## src/rtl/nibbler2.sv

```systemverilog
// nibbler2: multi-cycle 4-opcode-bit accumulator core with a fetch handshake,
// internal data RAM, a small return stack and one input/output port.
module nibbler2 #(
  parameter int unsigned DATA_W      = 4,
  parameter int unsigned ADDR_W      = 12,
  parameter int unsigned STACK_DEPTH = 4
) (
  input  logic                clk,
  input  logic                reset,
  output logic [ADDR_W-1:0]   imem_addr,
  output logic                imem_req,
  input  logic [DATA_W+3:0]   imem_data,
  input  logic                imem_valid,
  input  logic [DATA_W-1:0]   in_data,
  output logic [DATA_W-1:0]   out_data,
  output logic                out_strobe,
  output logic [DATA_W-1:0]   acc,
  output logic                flag_c,
  output logic                flag_z,
  output logic [ADDR_W-1:0]   pc,
  output logic                halted,
  output logic                stack_err
);

  localparam int unsigned IW        = 4 + DATA_W;
  localparam int unsigned TGT_W     = DATA_W + IW;
  localparam int unsigned RAM_DEPTH = 1 << DATA_W;
  localparam int unsigned SP_W      = $clog2(STACK_DEPTH + 1);
  localparam int unsigned STK_SLOTS = 1 << SP_W;

  localparam logic [1:0] S_FETCH  = 2'd0;
  localparam logic [1:0] S_FETCH2 = 2'd1;
  localparam logic [1:0] S_EXEC   = 2'd2;
  localparam logic [1:0] S_HALT   = 2'd3;

  // Reject unsupported configurations at elaboration
  if (DATA_W < 4 || DATA_W > 16) begin : g_bad_data_w
    $error("nibbler2: DATA_W must be 4..16");
  end
  if (ADDR_W > TGT_W) begin : g_bad_addr_w
    $error("nibbler2: ADDR_W must not exceed 2*DATA_W+4");
  end
  if (STACK_DEPTH < 1 || STACK_DEPTH > 16) begin : g_bad_depth
    $error("nibbler2: STACK_DEPTH must be 1..16");
  end

  logic [1:0]        state_q, state_d;
  logic [ADDR_W-1:0] pc_q, pc_d;
  logic [DATA_W-1:0] acc_q, acc_d;
  logic              flag_c_q, flag_c_d;
  logic              flag_z_q, flag_z_d;
  logic [DATA_W-1:0] out_data_q, out_data_d;
  logic              out_strobe_q, out_strobe_d;
  logic              halted_q, halted_d;
  logic              stack_err_q, stack_err_d;
  logic              imem_req_q, imem_req_d;
  logic [3:0]        op_q, op_d;
  logic [DATA_W-1:0] imm_q, imm_d;
  logic [IW-1:0]     lo_q, lo_d;
  logic [SP_W-1:0]   sp_q, sp_d;
  logic              ram_we, stk_we;

  logic [DATA_W-1:0] ram_q   [RAM_DEPTH];
  logic [ADDR_W-1:0] stack_q [STK_SLOTS];

  logic [3:0]        fetch_op;
  logic [DATA_W:0]   sum;
  logic [ADDR_W-1:0] target;
  logic [DATA_W-1:0] new_acc;

  assign fetch_op = imem_data[IW-1:DATA_W];
  assign sum      = {1'b0, acc_q} + {1'b0, imm_q};
  assign target   = ADDR_W'({imm_q, lo_q});

  // Next-state and datapath update
  always_comb begin
    state_d      = state_q;
    pc_d         = pc_q;
    acc_d        = acc_q;
    flag_c_d     = flag_c_q;
    flag_z_d     = flag_z_q;
    out_data_d   = out_data_q;
    out_strobe_d = 1'b0;
    halted_d     = halted_q;
    stack_err_d  = stack_err_q;
    op_d         = op_q;
    imm_d        = imm_q;
    lo_d         = lo_q;
    sp_d         = sp_q;
    ram_we       = 1'b0;
    stk_we       = 1'b0;
    new_acc      = acc_q;

    case (state_q)
      S_FETCH: begin
        if (imem_valid) begin
          op_d    = fetch_op;
          imm_d   = imem_data[DATA_W-1:0];
          pc_d    = pc_q + ADDR_W'(1);
          state_d = (fetch_op >= 4'hA && fetch_op <= 4'hD) ? S_FETCH2 : S_EXEC;
        end
      end
      S_FETCH2: begin
        if (imem_valid) begin
          lo_d    = imem_data;
          pc_d    = pc_q + ADDR_W'(1);
          state_d = S_EXEC;
        end
      end
      S_EXEC: begin
        state_d = S_FETCH;
        case (op_q)
          4'h0: new_acc = imm_q;
          4'h1: begin
            new_acc  = sum[DATA_W-1:0];
            flag_c_d = sum[DATA_W];
          end
          4'h2: begin
            new_acc  = acc_q - imm_q;
            flag_c_d = (acc_q >= imm_q);
          end
          4'h3: new_acc = acc_q & imm_q;
          4'h4: new_acc = acc_q | imm_q;
          4'h5: new_acc = acc_q ^ imm_q;
          4'h6: new_acc = in_data;
          4'h7: begin
            out_data_d   = acc_q;
            out_strobe_d = 1'b1;
          end
          4'h8: new_acc = ram_q[imm_q];
          4'h9: ram_we = 1'b1;
          4'hA: pc_d = target;
          4'hB: if (flag_c_q) pc_d = target;
          4'hC: if (flag_z_q) pc_d = target;
          4'hD: begin
            if (sp_q == SP_W'(STACK_DEPTH)) begin
              stack_err_d = 1'b1;
            end else begin
              stk_we = 1'b1;
              sp_d   = sp_q + SP_W'(1);
              pc_d   = target;
            end
          end
          4'hE: begin
            if (sp_q == '0) begin
              stack_err_d = 1'b1;
            end else begin
              sp_d = sp_q - SP_W'(1);
              pc_d = stack_q[sp_q - SP_W'(1)];
            end
          end
          default: begin
            state_d  = S_HALT;
            halted_d = 1'b1;
          end
        endcase
        // Only data-producing opcodes touch the accumulator and zero flag
        if (op_q <= 4'h6 || op_q == 4'h8) begin
          acc_d    = new_acc;
          flag_z_d = (new_acc == '0);
        end
      end
      S_HALT: ;
      default: state_d = S_FETCH;
    endcase

    imem_req_d = (state_d == S_FETCH) || (state_d == S_FETCH2);
  end

  // Architectural state
  always_ff @(posedge clk or negedge reset) begin
    if (!reset) begin
      state_q      <= S_FETCH;
      pc_q         <= '0;
      acc_q        <= '0;
      flag_c_q     <= 1'b0;
      flag_z_q     <= 1'b0;
      out_data_q   <= '0;
      out_strobe_q <= 1'b0;
      halted_q     <= 1'b0;
      stack_err_q  <= 1'b0;
      imem_req_q   <= 1'b1;
      op_q         <= '0;
      imm_q        <= '0;
      lo_q         <= '0;
      sp_q         <= '0;
    end else begin
      state_q      <= state_d;
      pc_q         <= pc_d;
      acc_q        <= acc_d;
      flag_c_q     <= flag_c_d;
      flag_z_q     <= flag_z_d;
      out_data_q   <= out_data_d;
      out_strobe_q <= out_strobe_d;
      halted_q     <= halted_d;
      stack_err_q  <= stack_err_d;
      imem_req_q   <= imem_req_d;
      op_q         <= op_d;
      imm_q        <= imm_d;
      lo_q         <= lo_d;
      sp_q         <= sp_d;
    end
  end

  // Storage arrays are not reset; writes happen only on EXEC edges
  always_ff @(posedge clk) begin
    if (ram_we) ram_q[imm_q] <= acc_q;
    if (stk_we) stack_q[sp_q] <= pc_q;
  end

  assign imem_addr  = pc_q;
  assign imem_req   = imem_req_q;
  assign out_data   = out_data_q;
  assign out_strobe = out_strobe_q;
  assign acc        = acc_q;
  assign flag_c     = flag_c_q;
  assign flag_z     = flag_z_q;
  assign pc         = pc_q;
  assign halted     = halted_q;
  assign stack_err  = stack_err_q;

endmodule

```

## config.mk

```make
export PLATFORM = sky130hd
export DESIGN_NAME = nibbler2
export DESIGN_NICKNAME = d
export VERILOG_FILES = /design/src/rtl/nibbler2.sv
export SDC_FILE = /design/constraint.sdc
export NUM_CORES = 1
export LEC_CHECK = 0
export CORE_UTILIZATION = 60
export CTS_CLUSTER_SIZE = 24
export DETAILED_ROUTE_END_ITERATION = 8
export PLACE_DENSITY = 0.8
export SYNTH_ARGS = -nofsm -noshare
export SYNTH_HDL_FRONTEND = slang
export SYNTH_SLANG_ARGS = --single-unit
export TNS_END_PERCENT = 30
```

## constraint.sdc

```tcl
create_clock -name clk -period 3.7 [get_ports clk]
set_input_delay 0.925 -clock clk [delete_from_list [all_inputs] [get_ports clk]]
set_output_delay 0.925 -clock clk [all_outputs]
set_load 0.01 [all_outputs]
```

# [Yosys cells after proc, flatten, opt, wreduce, memory -nomap -nowiden]
# Memories as Yosys holds them, arrays and structs flattened.
# Cells that the tools add are included.
[totals] regBits=47 latchBits=0 ramBits=160 romBits=0 in_bits=15 out_inout_bits=38 wordCells=111 n_memories=2
[op_classes] add_sub_neg=5 mul=0 div=0 magnitude_cmp=4 n_eq_ne=28 shift=0 n_mux=32 bitwise=4 n_reduce_logical=22
[memory_table] name="stack_q" depth=8 width=12 read_ports=1 rd_ports_with_merged_regs=0 wr=1 line_no="64" source="logic [ADDR_W-1:0] stack_q [STK_SLOTS];"
[memory_table] name="ram_q" depth=16 width=4 read_ports=1 rd_ports_with_merged_regs=0 wr=1 line_no="63" source="logic [DATA_W-1:0] ram_q [RAM_DEPTH];"
[op_table] cell="12-bit 2-to-1 mux" count=5
[op_table] cell="12-bit one-hot mux with 5 select lines" count=1
[op_table] cell="4-bit one-hot mux with 8 select lines" count=1
[op_table] cell="4-bit == test (second input constant)" count=7
[op_table] cell="12-bit one-hot mux with 2 select lines" count=1
[op_table] cell="4-bit by 3-bit == test with 1-bit output (second input constant)" count=4
[op_table] cell="15-bit OR reduction" count=1
[op_table] cell="1-bit 2-to-1 mux" count=13
[op_table] cell="12-bit by 1-bit adder with 12-bit output (second input constant)" count=1
[op_table] cell="3-bit inequality test (second input constant)" count=4
[op_table] cell="2-bit AND reduction" count=6
[op_table] cell="4-bit by 2-bit == test with 1-bit output (second input constant)" count=2
[op_table] cell="4-bit logical NOT" count=2
[op_table] cell="2-bit 2-to-1 mux" count=4
[op_table] cell="2-bit inequality test (second input constant)" count=4
[op_table] cell="4-bit AND reduction" count=2
[op_table] cell="7-bit AND reduction" count=1
[op_table] cell="3-bit 2-to-1 mux" count=2
[op_table] cell="6-bit by 1-bit inequality test with 1-bit output (second input constant)" count=1
[op_table] cell="2-bit one-hot mux with 3 select lines" count=1
[op_table] cell="3-bit one-hot mux with 2 select lines" count=1
[op_table] cell="2-bit nonzero test" count=3
[op_table] cell="4-bit by 4-bit adder with 5-bit output" count=1
[op_table] cell="4-bit AND" count=1
[op_table] cell="other kinds (22)" count=26

# [Depth between registers and ports, before layout]
[logic_depth] depth_word=7 mapped_depth=12 mapped_depth_nobuf=9

# [Worst setup path after synthesis]
# OpenSTA, ideal clock, no wires.
[synth_path] kind="flip-flop to flip-flop" startpoint="register sp_q[0]" endpoint="register pc_q[6], in the netlist imem_addr[6]" setup_ps=122 t_arrival_ps=2617 required_ps=3578 slack_ps=961 path_stages_with_launch=13 path_buffers=4 period_less_slack_ps=2739 path_cell_list="dfrtp_1 > buf_6 > buf_2 > inv_1 > ha_1 > buf_2 > clkbuf_1 > mux4_2 > mux2i_1 > nor2_1 > a211oi_1 > a21oi_1 > o22a_1"
[synth_via] elab_chain_cells=5 word_cells_on_any_way=10 cone_classes="add/sub (1); eq/ne (3); mux (3); reduce/logical (2); memory (1)"
[synth_rtl] item="from (decl)" line_no="60" source="logic [SP_W-1:0] sp_q, sp_d;"
[synth_rtl] item="from (signal assigned)" line_no="201" source="sp_q <= sp_d;"
[synth_rtl] item="3-bit by 1-bit subtractor with 3-bit output" line_no="149" source="pc_d = stack_q[sp_q - SP_W'(1)];"
[synth_rtl] item="memory 8 x 12 bit"
[synth_rtl] item="12-bit 2-to-1 mux" line_no="145" source="if (sp_q == '0) begin"
[synth_rtl] item="12-bit one-hot mux with 5 select lines" line_no="112" source="case (op_q)"
[synth_rtl] item="12-bit one-hot mux with 2 select lines" line_no="94" source="case (state_q)"
[synth_rtl] item="to (signal assigned)" line_no="189" source="pc_q <= pc_d;"
[synth_rtl] item="to (decl)" line_no="48" source="logic [ADDR_W-1:0] pc_q, pc_d;"
# Several ways; a longest one is shown, not always the timed one. The select of a mux whose other input is x is not followed.
# A chain may end at the register's enable or synchronous reset.

# [Worst setup path after layout]
[layout_path] startpoint="register acc_q[2], in the netlist acc[2]" endpoint="output acc[2]"
[layout_rtl] item="from (decl)" line_no="49" source="logic [DATA_W-1:0] acc_q, acc_d;"
[layout_rtl] item="from (signal assigned)" line_no="175" source="acc_q <= '0;"
[layout_rtl] item="from (signal assigned)" line_no="190" source="acc_q <= acc_d;"
[layout_rtl] item="to (decl)" line_no="17" source="output logic [DATA_W-1:0] acc,"
# No word-level cell between the ends.

==> out/results.txt <==
Status: complete, no violations
Die ar.: 0.0160 sq mm
Worst Skew: 19.1 ps
Crit path largest cell delay: 890 ps
Int Power: 3.72 mW
Endpoints failing hold: 0
CTS tree: built
Area of the multi-input gates: 0.00302 sq mm
Max Transition Viols Final: 0
Post-synthesis sequential area ratio: 64.1%
Worst-path fanout max: 22
EDFF count, synth: 160
H-Tree Depth: 1
Core Area: 0.0152 sq mm
Critical path class: flop to output pin
Layout cells sized above 1: 14.9%
Final WL: 20400 um
MaxCap Viol Count: 0
Nets@finish: 718
Synth top cells by count: edfxtp_1 (160), nor2_1 (57), dfrtp_1 (46), nand2_1 (41), a21oi_1 (38)
Number of synthesized register bits: 207
Antenna violations before repair: 0
Period minus WS final: 3000 ps
Storage element area: 0.00598 sq mm
Post-route clock period utilization: 81.1%
Post-synth cell types: 57
First-pass GRT wire length: 32300 um
Initial Util: 61.4%
Yosys warning total: 0
Psw: 0.926 mW
Switching Fraction: 19.9%
Worst-Skew Late Latency: 490 ps
Final ANT Viol Nets: 0
Worst hold-check path type: flop to flop
Setup repair after global routing missed its margin: false
Top cell type's share of synthesized area: 51.5%
Reg2reg end: flag_z
Clock sink count: 207
I/O Buffers: 52
Share of synthesized flip-flops with an asynchronous set or reset: 22.7%
Pwr dens: 439 mW/mm^2
Overflow after GRT: 0
Clock Path Buffers: 3
GR Util All Layers: 26.8%
Total CTS buffers: 21
Pre-Repair DR Iteration Count: 6
Startpoint types: flop
Wire length per cell after detailed routing: 23.1 um
Worst Setup EP: acc[2]
Crit path depth: 1
CP cell instances: clkdlybuf4s50_1
Mean Syn Cell Area: 14.7 sq um
Maximum vdd drop: 0.000379 V
Clock slew at reported path FFs: 60 ps
Area contributors post-synth: edfxtp_1 (52%), dfrtp_1 (12%), mux4_2 (7.7%)
Routed vias/inst: 6.40
Final TNS setup: 0 ps
Reg2Reg Depth: 8
Ant diodes: 0
CTS resizes: 0
R2R Setup Slk: 900 ps
Comb pwr share: 3.1%
Worst Path Required: 2770 ps
Cell family with most CP delay: flip-flops
Io pins: 53
Fillers: 1019
Synthesized cell area: 0.00933 sq mm
Die W: 127 um
Via count: 5669
Cts hold-fix bufs: 0
Least-Margin Pin Slew: 1100 ps
Vias in the first global route: 5772
Final HPWL DP: 13500 um
Chip height: 127 um
Pleak: 3.98 nW
Power share of the sequential group: 53.8%
CP arrival: 2070 ps
Worst slew margin: 26.9%
Pin count of the biggest net entering global routing: 48
Post-route DRC: 0
Final setup viols: 0
Top-count cell post-synth: edfxtp_1
Placed cell areas: 0.00996 sq mm
Final core utilization: 69.7%
# Post-CTS Setup Buffers: 0
Layout Cell Area excl Fill: 0.0106 sq mm
Drt initial violations: 557
Rows: 45
Clock power frac: 43.1%
Layout area overhead: 13.6%
Root cell of the clock tree: clkbuf_16
FMAX: 333 MHz
CP max-delay cell: dfrtp_1
Syn Inst Count: 636
Top_reg_cell synth: edfxtp_1
Routability cong.: 0.920
Critical Path End Type: output pin
R2R Path Start: imm_q[2]
Largest area contributor in the netlist: edfxtp_1
Worst path bufs/invs: 1
Net Count, Synth: 669
Crit path launch: acc[2]
==> worst min path at each step <==
stage | from | to | cells past startpoint
after floorplan | lo_q[0] | lo_q[0] | 1
after detailed placement | halted | halted | 1
after global placement | halted | halted | 1
after global routing | halted | halted | 1
final | halted | halted | 1
after CTS | halted | halted | 1
==> metal layers <==
metal	vias up	GRT usage, %	share of wire, %
met4	0	10.2	4.0
met5	-	0	0
met2	251	45.6	50
li1	2519	-	-
met3	66	3.96	6.4
met1	2833	35.3	39
==> cell usage in the layout (no fill, tap or decap), types with 16 or more instances in the layout <==
master,count
mux4_2,32
buf_4,19
inv_1,17
edfxtp_1,160
nand2_1,41
o21ai_0,19
dfrtp_1,46
mux2_2,18
a21oi_1,38
ha_1,16
clkbuf_16,21
mux2i_1,18
clkdlybuf4s50_1,51
nor2_1,57
==> logic make-up (layout without fill, tap and decap cells) <==
logic type	after synthesis	in the layout	share of synthesized area (%)
flops	207	207	64.1
buf+inv	62	124	3.58
mux	74	74	13.5
simple gates	159	159	7.99
fa+ha+maj	18	18	2.58
xor+xnor	9	9	0.845
compound gates	107	107	7.35
==> registers in the layout, indices dropped and copies added (netlist names), 4 cells and up, named ones only <==
signal / flops
stack_q: 96
ram_q: 64
imem_addr: 12
out_data: 4
acc: 4
op_q: 4
imm_q: 4
lo_q: 8
==> per-stage QoR <==
| stage | power (mW) | setup WS [ps] | std cells | hold slack (ps) |
|---|---|---|---|---|
| finish | 4.65 | 700 | 886 | 482 |
| global route | 4.79 | 648 | 886 | 523 |
| CTS | 4.68 | 669 | 886 | 483 |
| detailed placement | 2.69 | 960 | 850 | 469 |
| global placement | 2.69 | 1040 | 850 | 452 |
| floorplan | 2.64 | 961 | 636 | 479 |
==> power by group through the flow <==
stage / Combinational (mW) / Sequential [mW] / Clock, mW
global placement: 0.141 / 2.55 / 0
CTS: 0.143 / 2.50 / 2.03
detailed placement: 0.142 / 2.55 / 0
global route: 0.157 / 2.50 / 2.13
floorplan: 0.102 / 2.53 / 0
finish: 0.143 / 2.50 / 2.00
==> area by class of cell <==
type | instances | area share (%)
multi-input combinational | 367 | 28.5
sequential | 207 | 56.4
clock inverter | 7 | 0.767
clock buffer | 29 | 5.24
timing repair buffer | 71 | 6.21
tap | 188 | 2.22
inverter | 17 | 0.602
Note: power is estimated with default switching activity, not from simulation.
